## src/rtl/fetch_pkg.sv

```systemverilog
// Shared constants for the fetch-side queue.
// Opcode field and HALT/NOP encodings.
package fetch_pkg;

  localparam int INSTR_W = 16;
  localparam int OPC_HI  = 15;
  localparam int OPC_LO  = 11;

  localparam logic [INSTR_W-1:0] NOP_INSTR = 16'h0800;
  localparam logic [4:0]         HALT_OPC  = 5'b00000;

  function automatic logic is_halt(
    input logic [OPC_HI-OPC_LO:0] opc
  );
    return opc == HALT_OPC;
  endfunction

endpackage

```

## src/rtl/fb_ctrl.sv

```systemverilog
// Pointer, occupancy and halt-lock control.
// Produces both handshakes for the fetch buffer.
module fb_ctrl #(
  parameter int DEPTH = 2,
  parameter int AW    = $clog2(DEPTH),
  parameter int CW    = $clog2(DEPTH) + 1
) (
  input  logic          clk,
  input  logic          rst,
  input  logic          in_valid,
  input  logic          out_ready,
  input  logic          flush,
  input  logic          in_halt,
  output logic          in_ready,
  output logic          out_valid,
  output logic          enq,
  output logic [AW-1:0] wr_ptr,
  output logic [AW-1:0] rd_ptr,
  output logic [CW-1:0] count,
  output logic          halt_lock
);

  logic deq;

  assign in_ready  = (count < CW'(DEPTH))
                   && !halt_lock && !flush;
  assign out_valid = (count != '0) && !flush;
  assign enq       = in_valid && in_ready;
  assign deq       = out_valid && out_ready;

  always_ff @(posedge clk or negedge rst) begin
    if (!rst) begin
      wr_ptr    <= '0;
      rd_ptr    <= '0;
      count     <= '0;
      halt_lock <= 1'b0;
    end else if (flush) begin
      wr_ptr    <= '0;
      rd_ptr    <= '0;
      count     <= '0;
      halt_lock <= 1'b0;
    end else begin
      if (enq) wr_ptr <= wr_ptr + 1'b1;
      if (deq) rd_ptr <= rd_ptr + 1'b1;
      unique case ({enq, deq})
        2'b10:   count <= count + 1'b1;
        2'b01:   count <= count - 1'b1;
        default: count <= count;
      endcase
      if (enq && in_halt) halt_lock <= 1'b1;
    end
  end

endmodule

```

## src/rtl/fetch_buffer.sv

```systemverilog
// Fetch-to-decode decoupling queue.
// Entry storage and head mux; control lives in fb_ctrl.
module fetch_buffer
  import fetch_pkg::*;
#(
  parameter int DATA_W = 16,
  parameter int DEPTH  = 2
) (
  input  logic                     clk,
  input  logic                     rst,
  input  logic                     in_valid,
  output logic                     in_ready,
  input  logic [DATA_W-1:0]        in_instr,
  input  logic [DATA_W-1:0]        in_pc,
  input  logic                     flush,
  output logic                     out_valid,
  input  logic                     out_ready,
  output logic [DATA_W-1:0]        out_instr,
  output logic [DATA_W-1:0]        out_pc,
  output logic [$clog2(DEPTH):0]   count,
  output logic                     halt_lock
);

  localparam int AW = $clog2(DEPTH);

  logic          enq;
  logic [AW-1:0] wr_ptr;
  logic [AW-1:0] rd_ptr;

  logic [DATA_W-1:0] mem_instr [DEPTH];
  logic [DATA_W-1:0] mem_pc    [DEPTH];

  fb_ctrl #(
    .DEPTH(DEPTH)
  ) u_ctrl (
    .clk      (clk),
    .rst      (rst),
    .in_valid (in_valid),
    .out_ready(out_ready),
    .flush    (flush),
    .in_halt  (is_halt(in_instr[OPC_HI:OPC_LO])),
    .in_ready (in_ready),
    .out_valid(out_valid),
    .enq      (enq),
    .wr_ptr   (wr_ptr),
    .rd_ptr   (rd_ptr),
    .count    (count),
    .halt_lock(halt_lock)
  );

  always_ff @(posedge clk) begin
    if (enq) begin
      mem_instr[wr_ptr] <= in_instr;
      mem_pc[wr_ptr]    <= in_pc;
    end
  end

  // Empty queue shows a harmless bubble, not stale storage.
  always_comb begin
    out_instr = DATA_W'(NOP_INSTR);
    out_pc    = '0;
    if (count != '0) begin
      out_instr = mem_instr[rd_ptr];
      out_pc    = mem_pc[rd_ptr];
    end
  end

endmodule

```

## config.mk

```make
export PLATFORM = sky130hd
export DESIGN_NAME = fetch_buffer
export DESIGN_NICKNAME = d
export VERILOG_FILES = /design/src/rtl/fetch_pkg.sv /design/src/rtl/fb_ctrl.sv /design/src/rtl/fetch_buffer.sv
export SDC_FILE = /design/constraint.sdc
export NUM_CORES = 1
export LEC_CHECK = 0
export CORE_MARGIN = 5
export CORE_UTILIZATION = 47
export DETAILED_ROUTE_END_ITERATION = 6
export GPL_TIMING_DRIVEN = 0
export PLACE_DENSITY = 0.8
export SYNTH_ARGS = -nofsm -noshare
export SYNTH_HDL_FRONTEND = slang
export SYNTH_SLANG_ARGS = --single-unit
```

## constraint.sdc

```tcl
create_clock -name clk -period 2.91 [get_ports clk]
set_clock_uncertainty 0.05 [all_clocks]
set_input_delay 0.291 -clock clk [delete_from_list [all_inputs] [get_ports clk]]
set_output_delay 0.291 -clock clk [all_outputs]
set_load 0.05 [all_outputs]
```

==> impl_results.md <==
- Post-synth EDFFs: 64
- Syn Area/Cell: 16.2 sq um
- Post-synthesis sequential area ratio: 0.764
- Clock slew at the register clock pins of the worst setup and hold paths: 70 ps
- Switching share of power: 0.247
- Synth Area in Simple Gates: 0.0752
- Count of different cell masters after synthesis: 21
- Top cell type's share of synthesized area: 0.717
- Post-route ant nets: 0
- Internal cell power: 1.76 mW
- Final setup fails: 0
- Die footprint: 7310 sq um
- Overall Power: 2.33 mW
- Setup TNS: 0 ps
- GRT Total Usage: 0.142
- Post-Synthesis Cell Area: 2680 sq um
- GRT overflow: 0
- Post-detailed-placement half-perimeter wirelength: 3.28 mm
- Worst-skew pair later-pin latency: 320 ps
- Min-delay worst type: input pin to async pin
- Drt pass-1 iters: 4
- Starting Density: 0.484
- IO Port Bufs: 73
- Synth Area in Adders: 0
- Post-CTS setup buffers: 0
- Routability congestion estimate: 0.790
- Routed via count: 1,591
- Fmax: 0.392 GHz
- Seq pwr share: 0.491
- Fillers: 411
- Combinational Power Share: 0.162
- Layout area overhead: 38.7%
- Initial antenna violation count: 0
- Die H: 85.5 um
- Final count of hold timing violations: 0
- CORE AREA: 5540 sq um
- Main synth FF type: edfxtp_1
- Worst EP required: 2570 ps
- Vias/cell: 4.88
- Fin crit period: 2550 ps
- Crit path arrival time: 2210 ps
- Syn Inst Count: 165
- RSZ-0062 raised after global routing: no
- Main combinational cell family by area after synthesis: multiplexers
- TritonCTS buffer count: 9
- H-tree depth: 3
- ANT cells: 0
- Kind of launch point of the worst setup path: flip-flop
- Net Count, Synth: 202
- Synth area leaders: edfxtp_1, mux2i_1, nor2_1
- Die width: 85.5 um
- Vias in the first global route: 1,677
- Syn. warnings: 0
- Critical path cell sequence: nor2_1, buf_2, nor2_1, clkdlybuf4s50_1
- Sw Pwr: 0.576 mW
- Sink Count: 69
- Maxcap violations: 0
- Status: complete, no violations
- Clock Tree Root: clkbuf_8
- Slew headroom: 0.362
- Post-DR wirelength/cell: 15.2 um
- Path depth of the worst reg2reg path: 3
- IO Pins: 74
- First-pass GRT wire length: 7.83 mm
- Clk buf depth: 2
- WL final: 4.96 mm
- Compound-Gate Fraction of Synth Area: 0.0140
- # hold bufs at CTS: 0
- Yosys top cell by area: edfxtp_1
- CP Capture Type: output port
- Seq cells post-synth: 69
- Power share of the clock group: 0.347
- CP max stage delay: 710 ps
- Max VDD drop: 0.449 mV
- Leakage: 1.26 nW
- Proportion of layout cells with a drive suffix above 1: 0.0945
- Post-cts sizing count: 0
- CP dominant cell by count: nor2_1
- Crit-path max FO: 10
- Row count: 27
- Crit Path Class: flip-flop to output port
- Worst slew pin tran: 955 ps
- XOR/XNOR Fraction of Synth Area: 0.00654
- Final period util: 0.878
- Nets: 286
- Pwr/cell area: 628 nW/um^2
- Proportion of synthesized area in mux cells: 0.123
- Starting DRT DRC Count: 84
- DRC viols: 0
- Pins Over Slew Limit: 0
- CTS tree: done
- Largest net degree at the start of global routing: 33
- Slowest CP cell: clkdlybuf4s50_1
- Asr flop ratio synth: 0.0725
[area by class of cell]
class / instances / area [sq um] / share of cell area
multi-input combinational: 88 / 596 / 0.160
timing repair buffer: 73 / 731 / 0.197
clock buffer: 11 / 131 / 0.0354
inverter: 1 / 3.75 / 0.00101
tap: 72 / 90.1 / 0.0242
sequential: 69 / 2050 / 0.551
clock inverter: 5 / 75.1 / 0.0202
buffer: 7 / 42.5 / 0.0114
[cells in the mapped netlist (2+ instances only)]
library cell	count
buf_4	3
nand2b_1	2
mux2i_1	33
dfrtp_1	5
a21oi_1	3
o21ai_0	2
nor2_1	36
xor2_1	2
edfxtp_1	64
buf_2	4
[cells by family after synthesis]
| family | count (synthesis) |
|---|---|
| flip-flops | 69 |
| XOR/XNOR | 2 |
| buffers and inverters | 8 |
| AND/OR/NAND/NOR | 46 |
| AO/OA/AOI/OAI | 7 |
| multiplexers | 33 |
[worst paths after layout]
| check | startpoint | slack, ps | end |
|---|---|---|---|
| worst max-delay path | u_ctrl.count[1] | 360 | out_pc[14] |
| worst min-delay path | rst | 140 | u_ctrl.wr_ptr |
| worst max register to register | u_ctrl.count[1] | 870 | mem_pc[0][11] |
| worst min register to register | u_ctrl.wr_ptr | 500 | u_ctrl.wr_ptr |
| max in group asynchronous | rst | 2480 | u_ctrl.rd_ptr |
| min in group clk | in_pc[4] | 490 | mem_pc[1][4] |
[registers in the layout, summed over array words and instances, names as in the netlist]
signal / count
mem_pc: 32
u_ctrl.halt_lock: 1
u_ctrl.rd_ptr: 1
mem_instr: 32
u_ctrl.count: 2
u_ctrl.wr_ptr: 1
[metrics by stage]
step	hold WS [ps]	utilization	area, sq um	std cells	setup slack (ps)
detailed placement	490	0.633	3510	310	490
finish	137	0.671	3720	326	356
global route	133	0.671	3720	326	212
CTS	138	0.671	3720	326	295
floorplan	-54.6	-	2690	165	104
global placement	484	0.633	3510	310	137
[cell usage in the layout (no fill, tap or decap)]
cell and instances:
a21oi_1 3, a22oi_1 1, and3_2 1, buf_2 4, buf_4 3, bufinv_16 2
clkbuf_1 2, clkbuf_8 9, clkdlybuf4s50_1 73, clkinv_2 3, dfrtp_1 5, edfxtp_1 64
inv_1 1, mux2i_1 33, nand2_1 1, nand2b_1 2, nand3b_1 1, nor2_1 35
nor2_4 1, nor2b_1 1, nor3_2 1, nor3b_1 1, nor4_1 1, o21ai_0 2
o21ai_1 1, or3_1 1, xor2_1 2
[power groups by stage]
| stage | clock network [mW] | logic, mW | registers, mW |
|---|---|---|---|
| 3_3_place_gp | 0 | 0.378 | 1.17 |
| 6_report | 0.810 | 0.378 | 1.15 |
| 4_1_cts | 0.824 | 0.384 | 1.15 |
| 3_5_place_dp | 0 | 0.383 | 1.17 |
| 2_1_floorplan | 0 | 0.225 | 1.17 |
| 5_1_grt | 0.871 | 0.400 | 1.15 |
[critical path: cells and delay by family (launching register included)]
family	cells	cell delay, ps
AND/OR/NAND/NOR	2	400
flip-flops	1	480
buffers and inverters	2	1000
[layer usage]
layer,global-route usage,share of wire,vias up
met5,0,0,-
met4,0.0691,0.016,0
met3,0.0394,0.056,10
met2,0.251,0.52,44
met1,0.157,0.41,761
li1,-,-,776
No activity file was read; power rests on OpenSTA's default activity.
